`config.mk`:
```
export PLATFORM = sky130hd
export DESIGN_NAME = ac_zone_scheduler_flat
export DESIGN_NICKNAME = d
export VERILOG_FILES = /design/src/rtl/ac_zone_scheduler_if.sv /design/src/rtl/ac_zone_scheduler.sv /design/src/flat_wrapper.sv
export SDC_FILE = /design/constraint.sdc
export NUM_CORES = 1
export LEC_CHECK = 0
export ABC_AREA = 1
export ABC_CLOCK_PERIOD_IN_PS = 2500
export BUFFER_PORTS_ARGS = -buffer_cell sky130_fd_sc_hd__buf_4
export CORE_ASPECT_RATIO = 0.75
export CORE_MARGIN = 5
export CORE_UTILIZATION = 57
export CTS_CLUSTER_DIAMETER = 40
export DETAILED_ROUTE_END_ITERATION = 10
export GPL_TIMING_DRIVEN = 0
export HOLD_SLACK_MARGIN = 0.02
export PLACE_DENSITY = 0.75
export SYNTH_ARGS = -nofsm -noshare
export SYNTH_HDL_FRONTEND = slang
export SYNTH_SLANG_ARGS = --single-unit
```
`constraint.sdc`:
```
create_clock -name clk -period 2.5 [get_ports clk]
set_input_delay 0.5 -clock clk [delete_from_list [all_inputs] [get_ports clk]]
set_output_delay 0.5 -clock clk [all_outputs]
set_load 0.02 [all_outputs]
```
`src/rtl/ac_zone_scheduler_if.sv`:
```
// Zone-side and compressor-side signals of the AC zone scheduler.
// The scheduler attaches through the slave modport; stimulus sources use master.
interface ac_zone_scheduler_if #(
  parameter int NZ = 4
);
  logic              power;
  logic [NZ-1:0]     zone_req;
  logic [2*NZ-1:0]   zone_comp;
  logic [NZ-1:0]     grant;
  logic [1:0]        action;
  logic [1:0]        state_display;

  modport master (
    output power, zone_req, zone_comp,
    input  grant, action, state_display
  );

  modport slave (
    input  power, zone_req, zone_comp,
    output grant, action, state_display
  );
endinterface

```
`src/rtl/ac_zone_scheduler.sv`:
```
// Shares one AC compressor among NZ zones: round-robin grant, minimum run time,
// post-run lockout. Define AC_PREEMPT_EN to time-slice a zone after QUANTUM cycles.
module ac_zone_scheduler #(
  parameter int NZ      = 4,
  parameter int CW      = 8,
  parameter int MIN_ON  = 8,
  parameter int MIN_OFF = 4,
  parameter int QUANTUM = 16
) (
  input  logic               clk,
  input  logic               reset_n,
  ac_zone_scheduler_if.slave bus
);

  localparam int PW = (NZ > 1) ? $clog2(NZ) : 1;
  localparam logic [CW-1:0] MinOnC   = CW'(MIN_ON);
  localparam logic [CW-1:0] MinOffC  = CW'(MIN_OFF);
  localparam logic [CW-1:0] QuantumC = CW'(QUANTUM);

`ifdef AC_PREEMPT_EN
  localparam bit PreemptOn = 1'b1;
`else
  localparam bit PreemptOn = 1'b0;
`endif

  typedef enum logic [1:0] {
    StOff  = 2'b00,
    StIdle = 2'b01,
    StRun  = 2'b10,
    StLock = 2'b11
  } state_e;

  state_e          state_q, state_d;
  logic [NZ-1:0]   grant_q, grant_d;
  logic [1:0]      action_q, action_d;
  logic [PW-1:0]   ptr_q, ptr_d;
  logic [CW-1:0]   runCnt_q, runCnt_d;
  logic [CW-1:0]   lockCnt_q, lockCnt_d;

  logic [NZ-1:0]   zoneValid;
  logic            anyValid;
  logic [PW-1:0]   selIdx;
  logic [1:0]      selCode;
  logic            holdValid;
  logic            otherValid;
  logic            runDone;

  // A zone wants service only with a request and exactly one of the two code bits set.
  always_comb begin
    zoneValid = '0;
    for (int i = 0; i < NZ; i++) begin
      zoneValid[i] = bus.zone_req[i] & (bus.zone_comp[2*i+1] ^ bus.zone_comp[2*i]);
    end
  end

  // Descending scan so the candidate closest to ptr_q is the one left standing.
  always_comb begin
    anyValid = 1'b0;
    selIdx   = '0;
    for (int k = NZ - 1; k >= 0; k--) begin
      if (zoneValid[(int'(ptr_q) + k) % NZ]) begin
        anyValid = 1'b1;
        selIdx   = PW'((int'(ptr_q) + k) % NZ);
      end
    end
  end

  assign selCode    = bus.zone_comp[2*int'(selIdx) +: 2];
  assign holdValid  = |(grant_q & zoneValid);
  assign otherValid = |(~grant_q & zoneValid);
  assign runDone    = ((runCnt_q >= MinOnC) && !holdValid) ||
                      (PreemptOn && (runCnt_q >= QuantumC) && otherValid);

  always_ff @(posedge clk or negedge reset_n) begin
    if (!reset_n) begin
      state_q   <= StOff;
      grant_q   <= '0;
      action_q  <= 2'b00;
      ptr_q     <= '0;
      runCnt_q  <= '0;
      lockCnt_q <= '0;
    end else begin
      state_q   <= state_d;
      grant_q   <= grant_d;
      action_q  <= action_d;
      ptr_q     <= ptr_d;
      runCnt_q  <= runCnt_d;
      lockCnt_q <= lockCnt_d;
    end
  end

  // Power loss outranks every grant or release decision; lockout is never cut short.
  always_comb begin
    state_d = state_q;
    case (state_q)
      StOff: begin
        if (bus.power) state_d = StIdle;
      end
      StIdle: begin
        if (!bus.power)    state_d = StOff;
        else if (anyValid) state_d = StRun;
      end
      StRun: begin
        if (!bus.power || runDone) state_d = StLock;
      end
      StLock: begin
        if (lockCnt_q >= MinOffC) state_d = bus.power ? StIdle : StOff;
      end
      default: state_d = StOff;
    endcase
  end

  always_comb begin
    grant_d   = grant_q;
    action_d  = action_q;
    ptr_d     = ptr_q;
    runCnt_d  = runCnt_q;
    lockCnt_d = lockCnt_q;
    case (state_q)
      StOff: begin
        grant_d  = '0;
        action_d = 2'b00;
      end
      StIdle: begin
        if (state_d == StRun) begin
          grant_d  = NZ'(1) << selIdx;
          action_d = selCode;
          ptr_d    = PW'((int'(selIdx) + 1) % NZ);
          runCnt_d = CW'(1);
        end
      end
      StRun: begin
        if (state_d == StLock) begin
          grant_d   = '0;
          action_d  = 2'b00;
          lockCnt_d = CW'(1);
        end else if (runCnt_q != '1) begin
          runCnt_d = runCnt_q + CW'(1);
        end
      end
      StLock: begin
        if (state_d == StLock) lockCnt_d = lockCnt_q + CW'(1);
      end
      default: begin
        grant_d  = '0;
        action_d = 2'b00;
      end
    endcase
  end

  assign bus.grant         = grant_q;
  assign bus.action        = action_q;
  assign bus.state_display = state_q;

endmodule

```
`src/flat_wrapper.sv`:
```
// flat-port wrapper written by rule: the top's interface ports become plain ports
module ac_zone_scheduler_flat 
#(
  parameter int NZ      = 4,
  parameter int CW      = 8,
  parameter int MIN_ON  = 8,
  parameter int MIN_OFF = 4,
  parameter int QUANTUM = 16
)
  (clk, reset_n, bus_power, bus_zone_req, bus_zone_comp, bus_grant, bus_action, bus_state_display);
  ac_zone_scheduler_if #(.NZ(NZ)) bus_i ();
  input  logic clk;
  input  logic reset_n;
  input wire logic [$bits(bus_i.power)-1:0] bus_power;
  input wire logic [$bits(bus_i.zone_req)-1:0] bus_zone_req;
  input wire logic [$bits(bus_i.zone_comp)-1:0] bus_zone_comp;
  output wire logic [$bits(bus_i.grant)-1:0] bus_grant;
  output wire logic [$bits(bus_i.action)-1:0] bus_action;
  output wire logic [$bits(bus_i.state_display)-1:0] bus_state_display;
  assign bus_i.power = bus_power;
  assign bus_i.zone_req = bus_zone_req;
  assign bus_i.zone_comp = bus_zone_comp;
  assign bus_grant = bus_i.grant;
  assign bus_action = bus_i.action;
  assign bus_state_display = bus_i.state_display;
  ac_zone_scheduler #(.NZ(NZ), .CW(CW), .MIN_ON(MIN_ON), .MIN_OFF(MIN_OFF), .QUANTUM(QUANTUM)) u_core (.clk(clk), .reset_n(reset_n), .bus(bus_i));
endmodule
```
==> insert_results.sql <==
INSERT INTO impl_metrics (metric_group, metric, value, unit) VALUES
('routing', 'route.detailed.vias_per_inst', '5.094', ''),
('cells_and_area', 'post-route-util', '68.60', '%'),
('power', 'ir_worst_vdd', '528.0', 'uV'),
('power', 'share_of_power_burned_in_combinational_logic', '62.5', '%'),
('power', 'cellInternalPower', '0.001159', 'W'),
('yosys', 'post-synth-top-area-cell', 'sky130_fd_sc_hd__dfrtp_1', ''),
('power', 'power.leakage', '1.092', 'nW'),
('place', 'gp_routability_congestion', '0.8600', ''),
('clock_network', 'clock_tree.buffer_depth', '2', ''),
('cells_and_area', 'total_area_of_multi_input_combinational_cells', '928.4', 'um2'),
('yosys', 'postSynthNetCount', '269', ''),
('sta', 'clock-skew-final', '0.005542', 'ns'),
('sta', 'max_slew.worst_pin.slew', '0.3897', 'ns'),
('clock_network', 'cts.reportedPaths.clkPinSlew', '0.09', 'ns'),
('routing', 'routed_wire_length_per_instance', '11.90', 'um'),
('min_path', 'holdCritPathClass', 'in2async', ''),
('routing', 'drc_errors', '0', ''),
('routing', 'antenna_violating_nets_post_route', '0', ''),
('setup_path', 'required', '2.66', 'ns'),
('clock_network', 'number_of_cts_inserted_buffers', '3', ''),
('yosys', 'netlist-cell-type-count', '25', ''),
('global_route', 'first_global_vias', '1426', ''),
('sta', 'report.final.setup_viol', '0', ''),
('setup_path', 'worst_ep_arrival_time', '2.39', 'ns'),
('routing', 'wirelength', '3689', 'um'),
('floorplanning', 'fp.coreArea', '0.002957', 'mm2'),
('place', 'port_buffers', '22', ''),
('global_route', 'maximum_number_of_pins_on_one_net_before_global_route_repair', '27', ''),
('clock_network', 'postCtsHoldBufs', '0', ''),
('cells_and_area', 'n_fill_cell', '270', ''),
('place', 'dpl.hpwl', '2874', 'um'),
('status', 'run_status', 'complete, no violations', ''),
('sta', 'final_sum_of_negative_setup_slack', '0', 'ns'),
('global_route', 'antenna_violations_before_repair', '0', ''),
('cells_and_area', 'area.sequential', '650.6', 'um2'),
('global_route', 'track_usage', '19.05', '%'),
('setup_path', 'timing_worst_setup_path_type', 'reg2reg', ''),
('power', 'power.clock.fraction', '11.4', '%'),
('clock_network', 'tritoncts_clock_tree', 'built', ''),
('routing', 'total_vias_in_the_final_route', '1579', ''),
('yosys', 'synth_warnings', '0', ''),
('sta', 'maxClockFrequency', '0.4493', 'GHz'),
('floorplanning', 'die_h', '58.13', 'um'),
('setup_path', 'flop2flop_setup_slack', '0.27', 'ns'),
('cells_and_area', 'syn_to_final_growth', '15.21', '%'),
('cells_and_area', 'antenna_cells', '0', ''),
('power', 'netSwitchingFraction', '50.20', '%'),
('cells_and_area', 'nets', '296', ''),
('floorplanning', 'die_w', '74.17', 'um'),
('global_route', 'grt_pass1_wl', '6492', 'um'),
('setup_path', 'worstSetupEndpointType', 'flop', ''),
('sta', 'grt_setup_unrepaired', 'no', ''),
('clock_network', 'htree_num_levels', '1', ''),
('clock_network', 'buffers_inserted_by_post_cts_timing_repair', '0', ''),
('routing', 'first_iter_violations', '132', ''),
('global_route', 'globalRoute.totalOverflow', '0', ''),
('yosys', 'synth.top_cell.area_share', '36.96', '%'),
('setup_path', 'cp_max_fo', '9', ''),
('sta', 'period_share', '89.03', '%'),
('setup_path', 'cp-start-kind', 'flop', ''),
('yosys', 'postSynthRegisterBits', '26', ''),
('sta', 'timing.slew.headroom', '73.92', '%'),
('yosys', 'syn_area_per_cell', '7.156', 'um2'),
('clock_network', 'clock_latency', '0.27', 'ns'),
('cells_and_area', 'final_cell_mix', 'sky130_fd_sc_hd__nand2_1 (63), sky130_fd_sc_hd__inv_1 (36), sky130_fd_sc_hd__nand3_1 (29), sky130_fd_sc_hd__dfrtp_1 (26), sky130_fd_sc_hd__buf_4 (23)', ''),
('power', 'power.sequential.fraction', '26.1', '%'),
('power', 'power_switching', '0.001168', 'W'),
('clock_network', 'cts_root_buffer', 'sky130_fd_sc_hd__clkbuf_8', ''),
('yosys', 'synth.yosys.seq_area_share', '36.96', '%'),
('sta', 'layout_min_cycle_time', '2.226', 'ns'),
('cells_and_area', 'share_of_post_route_cells_with_drive_strength_above_1', '18.01', '%');
stage by stage:
stage          cells  cell area [um2]  total power, W  hold WS (ns)  worst slack [ns]
2_1_floorplan    246             1760        0.001714        0.2044            0.6053
3_3_place_gp     306             1973        0.002039        0.4192            0.2379
3_5_place_dp     306             1973        0.002061        0.4231            0.2030
4_1_cts          310             2028        0.002335        0.1287            0.2884
5_1_grt          310             2028        0.002566        0.1361           0.06455
6_report         310             2028        0.002326        0.1206            0.2742
critical path, cell delays in order (launching register included):
cell and delay [ns]:
sky130_fd_sc_hd__dfrtp_1 0.36, sky130_fd_sc_hd__buf_4 0.17, sky130_fd_sc_hd__inv_2 0.10, sky130_fd_sc_hd__nand4_1 0.10, sky130_fd_sc_hd__nand2_1 0.15, sky130_fd_sc_hd__nand2_1 0.10, sky130_fd_sc_hd__nand2_1 0.09, sky130_fd_sc_hd__inv_2 0.04
sky130_fd_sc_hd__nand2_1 0.06, sky130_fd_sc_hd__nand3_1 0.19, sky130_fd_sc_hd__nand2_2 0.23, sky130_fd_sc_hd__inv_1 0.09, sky130_fd_sc_hd__ha_1 0.19, sky130_fd_sc_hd__inv_1 0.05, sky130_fd_sc_hd__nor2_1 0.04, sky130_fd_sc_hd__nand3_1 0.08
sky130_fd_sc_hd__nand2_1 0.07
kinds of logic (layout without fill, tap and decap cells):
group	count (synthesis)	after routing	synth area share, %
compound gates	19	19	6.184
fa+ha+maj	8	8	5.686
xor+xnor	2	2	1.422
simple gates	146	146	39.45
buf+inv	45	71	10.31
flops	26	26	36.96
power by group through the flow:
stage | Combinational (W) | Sequential, W | Clock [W]
after detailed placement | 0.00145 | 0.000616 | 0
after CTS | 0.00146 | 0.000608 | 0.000271
after global placement | 0.00142 | 0.000615 | 0
after global routing | 0.00165 | 0.000624 | 0.000294
after floorplan | 0.00106 | 0.000658 | 0
final | 0.00145 | 0.000608 | 0.000265
synthesized netlist by cell type, drive strengths merged:
master   n
inv     42
a21oi    6
o21ai   12
dfrtp   26
buf      3
nor4     2
ha       8
nand3   29
nor2    24
xor2     2
nor3     3
nand2   73
nand4   15
a21boi   1
worst max path at each step:
stage | slack, ns | from | cells past startpoint | to
final | 0.27 | u_core.ptr_q[0] | 16 | u_core.bus.grant[2]
after floorplan | 0.61 | bus_zone_comp[0] | 16 | u_core.bus.grant[0]
after global routing | 0.06 | u_core.ptr_q[0] | 13 | u_core.ptr_q[1]
after global placement | 0.24 | bus_zone_comp[0] | 16 | u_core.bus.grant[2]
after CTS | 0.29 | u_core.ptr_q[0] | 16 | u_core.bus.grant[2]
after detailed placement | 0.20 | bus_zone_comp[2] | 16 | u_core.bus.grant[2]
layer usage:
layer | GRT usage, % | wire length [um] | vias up | share of wire (%)
met5 | 0 | 0 | - | 0
met4 | 2.326 | 11 | 0 | 0.30
met3 | 3.813 | 290 | 2 | 7.9
met2 | 27.15 | 1507 | 39 | 41
met1 | 30.22 | 1879 | 702 | 51
li1 | - | - | 836 | -
final cells by class:
| type | count | area share (%) |
|---|---|---|
| multi-input cells | 175 | 45.77 |
| flip-flops and latches | 26 | 32.08 |
| repair buffers | 22 | 8.143 |
| inverters | 42 | 7.773 |
| plain buffers | 3 | 1.172 |
| well taps | 38 | 2.344 |
| clock buffers | 4 | 2.714 |
state kept, by name, indices dropped and copies added (netlist names):
name and count:
u_core.ptr_q 2, u_core.bus.state_display 2, u_core.bus.action 2, u_core.bus.grant 4, u_core.runCnt_q 8, u_core.lockCnt_q 8
Power figures use the tool's default switching activity.
